`src/rtl/port_event_pkg.sv`:
```
// Shared definitions for the port event capture slice.
// Port ids, the default timestamp width and the event record layout.
package port_event_pkg;

  localparam logic PORT_A = 1'b0;
  localparam logic PORT_B = 1'b1;

  localparam int unsigned TS_W_DEFAULT = 16;

  typedef struct packed {
    logic                    port;
    logic [7:0]              data;
    logic [TS_W_DEFAULT-1:0] stamp;
  } port_event_t;

endpackage

```
`src/rtl/event_fifo.sv`:
```
// First-word fall-through FIFO of event records.
// Ports:
//   clk, reset   clock and asynchronous active-high reset
//   push         write push_data this edge, if there is room (or a pop frees it)
//   push_data    record to store
//   pop          consumer takes the head record; ignored while empty
//   pop_data     head record, all zeros while empty
//   full, empty  occupancy flags
//   count        occupancy, 0..DEPTH
module event_fifo
  import port_event_pkg::*;
#(
  parameter int unsigned DEPTH = 8,
  parameter type         T     = port_event_t
) (
  input  logic                     clk,
  input  logic                     reset,
  input  logic                     push,
  input  T                         push_data,
  input  logic                     pop,
  output T                         pop_data,
  output logic                     full,
  output logic                     empty,
  output logic [$clog2(DEPTH):0]   count
);

  localparam int unsigned AW = $clog2(DEPTH);

  T               mem [DEPTH];
  logic [AW-1:0]  wr_ptr;
  logic [AW-1:0]  rd_ptr;
  logic           do_push;
  logic           do_pop;

  assign empty = (count == '0);
  assign full  = (count == (AW+1)'(DEPTH));

  // A pop on the same edge frees a slot, so a full FIFO can still accept.
  assign do_pop  = pop && !empty;
  assign do_push = push && (!full || do_pop);

  assign pop_data = empty ? '0 : mem[rd_ptr];

  always_ff @(posedge clk or posedge reset) begin
    if (reset) begin
      wr_ptr <= '0;
      rd_ptr <= '0;
      count  <= '0;
    end else begin
      if (do_push) wr_ptr <= wr_ptr + AW'(1);
      if (do_pop)  rd_ptr <= rd_ptr + AW'(1);
      case ({do_push, do_pop})
        2'b10:   count <= count + (AW+1)'(1);
        2'b01:   count <= count - (AW+1)'(1);
        default: count <= count;
      endcase
    end
  end

  always_ff @(posedge clk) begin
    if (do_push) mem[wr_ptr] <= push_data;
  end

endmodule

```
`src/rtl/port_event_capture.sv`:
```
// Observer for the two 8-bit processor output ports. Every value change is
// captured with a timestamp into a per-port pending slot, then moved into an
// event FIFO (port A first) that a consumer drains over valid/ready.
// Ports:
//   clk, reset        clock and asynchronous active-high reset
//   port_A, port_B    observed processor ports
//   rd_ready          consumer accepts the head record
//   rd_valid          head record present
//   rd_port/data/stamp head record fields, zero while empty
//   count             FIFO occupancy
//   overflow          sticky, a record was dropped on a full FIFO
//   clr_overflow      clears overflow; a simultaneous drop keeps it set
module port_event_capture
  import port_event_pkg::*;
#(
  parameter int unsigned DEPTH = 8,
  parameter int unsigned TS_W  = TS_W_DEFAULT
) (
  input  logic                     clk,
  input  logic                     reset,
  input  logic [7:0]               port_A,
  input  logic [7:0]               port_B,
  input  logic                     rd_ready,
  output logic                     rd_valid,
  output logic                     rd_port,
  output logic [7:0]               rd_data,
  output logic [TS_W-1:0]          rd_stamp,
  output logic [$clog2(DEPTH):0]   count,
  output logic                     overflow,
  input  logic                     clr_overflow
);

  // Same layout as port_event_t, but sized by this instance's TS_W.
  typedef struct packed {
    logic            port;
    logic [7:0]      data;
    logic [TS_W-1:0] stamp;
  } event_t;

  logic [TS_W-1:0] ts_cnt;
  logic [7:0]      prev_a;
  logic [7:0]      prev_b;
  logic            slot_a_v;
  logic            slot_b_v;
  event_t          slot_a;
  event_t          slot_b;

  logic            chg_a;
  logic            chg_b;
  logic            sel_a;
  logic            sel_b;
  logic            wr_req;
  event_t          wr_rec;
  logic            drop;

  event_t          head;
  logic            fifo_full;
  logic            fifo_empty;

  assign chg_a = (port_A != prev_a);
  assign chg_b = (port_B != prev_b);

  always_comb begin
    sel_a  = slot_a_v;
    sel_b  = !slot_a_v && slot_b_v;
    wr_req = slot_a_v || slot_b_v;
    wr_rec = '0;
    if (sel_a)      wr_rec = slot_a;
    else if (sel_b) wr_rec = slot_b;
  end

  // Full implies non-empty, so rd_ready alone decides whether a pop frees room.
  assign drop = wr_req && fifo_full && !rd_ready;

  always_ff @(posedge clk or posedge reset) begin
    if (reset) begin
      ts_cnt   <= '0;
      prev_a   <= '0;
      prev_b   <= '0;
      slot_a_v <= 1'b0;
      slot_b_v <= 1'b0;
      slot_a   <= '0;
      slot_b   <= '0;
      overflow <= 1'b0;
    end else begin
      ts_cnt <= ts_cnt + TS_W'(1);
      prev_a <= port_A;
      prev_b <= port_B;

      // A reload on the same edge as the slot drains takes precedence.
      if (chg_a) begin
        slot_a_v <= 1'b1;
        slot_a   <= '{port: PORT_A, data: port_A, stamp: ts_cnt};
      end else if (sel_a) begin
        slot_a_v <= 1'b0;
      end

      if (chg_b) begin
        slot_b_v <= 1'b1;
        slot_b   <= '{port: PORT_B, data: port_B, stamp: ts_cnt};
      end else if (sel_b) begin
        slot_b_v <= 1'b0;
      end

      if (drop)              overflow <= 1'b1;
      else if (clr_overflow) overflow <= 1'b0;
    end
  end

  event_fifo #(
    .DEPTH (DEPTH),
    .T     (event_t)
  ) u_fifo (
    .clk       (clk),
    .reset     (reset),
    .push      (wr_req),
    .push_data (wr_rec),
    .pop       (rd_ready),
    .pop_data  (head),
    .full      (fifo_full),
    .empty     (fifo_empty),
    .count     (count)
  );

  assign rd_valid = !fifo_empty;
  assign rd_port  = head.port;
  assign rd_data  = head.data;
  assign rd_stamp = head.stamp;

endmodule

```
`config.mk`:
```
export PLATFORM = sky130hd
export DESIGN_NAME = port_event_capture
export DESIGN_NICKNAME = d
export VERILOG_FILES = /design/src/rtl/port_event_pkg.sv /design/src/rtl/event_fifo.sv /design/src/rtl/port_event_capture.sv
export SDC_FILE = /design/constraint.sdc
export NUM_CORES = 1
export LEC_CHECK = 0
export CAP_MARGIN = 15
export CORE_UTILIZATION = 44
export CTS_CLUSTER_SIZE = 14
export DETAILED_ROUTE_END_ITERATION = 16
export GPL_TIMING_DRIVEN = 0
export REMOVE_ABC_BUFFERS = 1
export SYNTH_ARGS = -nofsm -noshare
export SYNTH_HDL_FRONTEND = slang
export SYNTH_SLANG_ARGS = --single-unit
export TNS_END_PERCENT = 20
```
`constraint.sdc`:
```
create_clock -name clk -period 5.2 [get_ports clk]
set_clock_uncertainty 0.2 [all_clocks]
set_input_delay 1.04 -clock clk [delete_from_list [all_inputs] [get_ports clk]]
set_output_delay 1.04 -clock clk [all_outputs]
set_load 0.02 [all_outputs]
```
==> metrics.md <==
| Metric | Value |
|---|---|
| Critical path startpoint category | `flop` |
| Worst path depth | `5` |
| ANT cells | `0` |
| Post-CTS setup buffers | `0` |
| Outcome | `finished with violations` |
| Clock slew seen by the registers of the worst setup and hold paths | `0.06 ns` |
| Initial Util | `0.4506` |
| Clk buf depth | `3` |
| Post-synthesis sequential area ratio | `0.7078` |
| Vias | `6122` |
| CTS tree | `yes` |
| Cts repair resizes | `0` |
| Seq cells post-synth | `294` |
| I/O Buffers | `50` |
| Tcrit/Tclk final | `0.8462` |
| Later-pin clock latency in the skew report | `0.53 ns` |
| Leak Pwr | `5.131 nW` |
| P per Cell Area | `545.3 nW/um2` |
| Final setup viols | `0` |
| Yosys cell types | `38` |
| Critical path launch point | `u_fifo.rd_ptr[2]$_DFFE_PP0P_` |
| Largest net degree at the start of global routing | `65` |
| FP Rows | `59` |
| Maximum clock rate | `227.3 MHz` |
| Max Fanout on Critical Path | `64` |
| Commonest non-fill, non-tap cell in the layout | `edfxtp_1` |
| Buf/Inv on CP | `2` |
| Initial antenna violation count | `0` |
| Top FF cell, synth | `edfxtp_1` |
| GRT Residual Overflow | `0` |
| Die height | `165.8 um` |
| GPL Wtd Cong | `0.7512` |
| Die X | `165.8 um` |
| Worst path arrival time | `3.16 ns` |
| I/O pin cnt | `51` |
| Non-filler instance count after layout | `1127` |
| Post-Syn Area | `11810 um2` |
| Critical path class | `flop to output pin` |
| Crit path max-delay cell type | `dfrtp_4` |
| Most frequent cells in the layout | `200 x edfxtp_1, 93 x dfrtp_1, 82 x mux2_2` |
| R2R depth | `6` |
| Vias in the first global route | `6464` |
| Crit path cell chain | `buf_16 -> mux2i_1 -> a22o_1 -> nor3_1 -> clkdlybuf4s50_1` |
| Post-synth top area cell | `edfxtp_1` |
| Rel. slew slack | `0.2299` |
| Hold_buf cts | `0` |
| WP data required | `3.96 ns` |
| First-pass GRT wire length | `36250 um` |
| CP top delay family | `buffers and inverters` |
| Crit path capture | `rd_stamp[8]` |
| Nets | `794` |
| Final Max Tran Viols | `0` |
| R2r endpoint | `u_fifo.mem[4][13]$_DFFE_PP_` |
| Drt first pass iters | `12` |
| Routed Antenna Nets | `0` |
| Slowest Stage Delay on Critical Path | `0.83 ns` |
| Worst R2R Start | `sel_a$_DFF_PP0_` |
| CP Capture Type | `output pin` |
| EDFF count, synth | `200` |
| Synth top area cells | `edfxtp_1 51%, dfrtp_1 20%, mux2_2 7.8%, mux2i_1 4.4%, a22o_1 3.6%` |
| Max-Cap Viols | `0` |
| Final min period | `4.400 ns` |
| DRT iter0 DRCs | `231` |
| Share of cells above drive strength 1 | `0.2298` |
| Fill cells | `2084` |
| Core ar. | `26210 um2` |
| # DRC | `1` |
| Area delta synth->final | `16.91%` |
| Synth top area share | `0.5086` |
| HP Class | `flop to flop` |
| GRT Overall Usage | `0.1719` |
| Avg WL per Cell | `20.62 um` |
| Post-Route Setup TNS | `0 ns` |
| Clk root buf | `clkbuf_16` |
| Ys async rst share | `0.3197` |
| TritonCTS Sinks | `294` |
| R2R Setup Slk | `1.25 ns` |
| Placed cells | `1074` |
| Worst Tran Pin Value | `1.155 ns` |
| Peak VDD IR | `0.2876 mV` |
| Tot Pwr | `7.529 mW` |
| RSZ-0062 raised after global routing | `false` |
| Fin. Hold Viols | `0` |
| Core Util, Final | `0.5268` |
| CTS Buf Count | `29` |
| Wire length after detailed routing | `23240 um` |
| H-tree levels | `1` |
| Die area | `27500 um2` |
| Syn Inst Count | `706` |
| Post-Syn Area per Cell | `16.73 um2` |
| Warnings from Yosys | `0` |
| Post-DR vias/cell | `5.432` |
| Fin Hold WS | `0.2984 ns` |
| DP HPWL | `15210 um` |
| Failing checks | `design-rule violations` |
-- cells by family (layout without fill, tap and decap cells) --
kind of cell / count (synthesis) / in the layout / share of synthesized area
flops: 294 / 294 / 0.7078
mux: 153 / 153 / 0.1464
compound gates: 85 / 85 / 0.05690
buf+inv: 46 / 132 / 0.01822
simple gates: 88 / 88 / 0.03973
xor+xnor: 36 / 36 / 0.02670
fa+ha+maj: 4 / 4 / 0.004238
-- area by class of cell --
type                    count  area [um2]  share of cell area
clock buffers              41       780.7             0.05655
clock inverters            12       57.56            0.004169
inverters                   5       21.27            0.001541
multi-input cells         366        3299              0.2390
flip-flops and latches    294        8362              0.6057
well taps                 335       419.2             0.03036
repair buffers             74       865.8             0.06272
-- sequential cells by signal, summed over array words and instances, names as in the netlist --
register / flops
ts_cnt: 16
slot_b_v: 1
prev_b: 8
slot_b: 25
u_fifo.mem: 200
prev_a: 8
u_fifo.count: 4
sel_a: 1
u_fifo.wr_ptr: 3
slot_a: 24
u_fifo.rd_ptr: 3
overflow: 1
-- power by group --
part	internal, mW	switching (mW)	total, mW	leakage [nW]
Sequential	2.95	0.239	3.19	2.97
Clock	1.04	0.807	1.85	0.411
Combinational	1.12	1.37	2.50	1.75
Total	5.11	2.42	7.53	5.13
-- how the worst min path moves through the flow --
| stage | start | endpoint | slack [ns] | cells after the start |
|---|---|---|---|---|
| final | ts_cnt[15]$_DFF_PP0_ | ts_cnt[15]$_DFF_PP0_ | 0.30 | 1 |
| after global routing | slot_b[14]$_DFFE_PP0P_ | slot_b[14]$_DFFE_PP0P_ | 0.32 | 1 |
| after CTS | ts_cnt[15]$_DFF_PP0_ | ts_cnt[15]$_DFF_PP0_ | 0.30 | 1 |
| after detailed placement | ts_cnt[15]$_DFF_PP0_ | ts_cnt[15]$_DFF_PP0_ | 0.29 | 1 |
| after global placement | ts_cnt[15]$_DFF_PP0_ | ts_cnt[15]$_DFF_PP0_ | 0.29 | 1 |
| after floorplan | slot_b[24]$_DFFE_PP0P_ | slot_b[24]$_DFFE_PP0P_ | 0.23 | 1 |
-- synth_stat cells, types with 2 or more instances --
cell      number
mux2i_1       52
ha_1           4
xnor2_1       22
nor3_1        31
mux2_2        82
buf_4          2
mux2_4        19
buf_2         16
clkbuf_1      21
dfrtp_1       94
xor2_1        14
buf_6          2
nand3_1       11
nand2_1        9
a31oi_1        2
a22o_1        49
edfxtp_1     200
nor2_1         9
o21ai_0        4
o22ai_1       25
nor4_1         4
nand2b_1       4
a21oi_1        2
nand4_1        2
and3_1         9
inv_1          4
and2_1         2
-- routing by layer --
metal | vias to the layer above | track usage | wire length [um]
met5 | - | 0 | 0
met4 | 0 | 0.05242 | 597
met3 | 35 | 0.02073 | 911
met2 | 130 | 0.3176 | 12240
met1 | 3108 | 0.2100 | 9497
li1 | 2849 | - | -
-- worst register-to-register path: cells and delay by family, from the launching register on --
| kind | cells | cell delay, ns |
|---|---|---|
| AOI/OAI and AO/OA | 1 | 0.45 |
| DFF | 1 | 1.11 |
| buffers and inverters | 2 | 0.51 |
| and+or+nand+nor | 3 | 1.39 |
-- stage by stage --
step	area (um2)	setup slack (ns)
final	13810	0.7998
after CTS	13810	0.7767
after global placement	12530	-2.339
after global routing	13810	0.6545
after detailed placement	12970	0.8327
after floorplan	11610	0.1238
No activity file was read; power rests on OpenSTA's default activity.
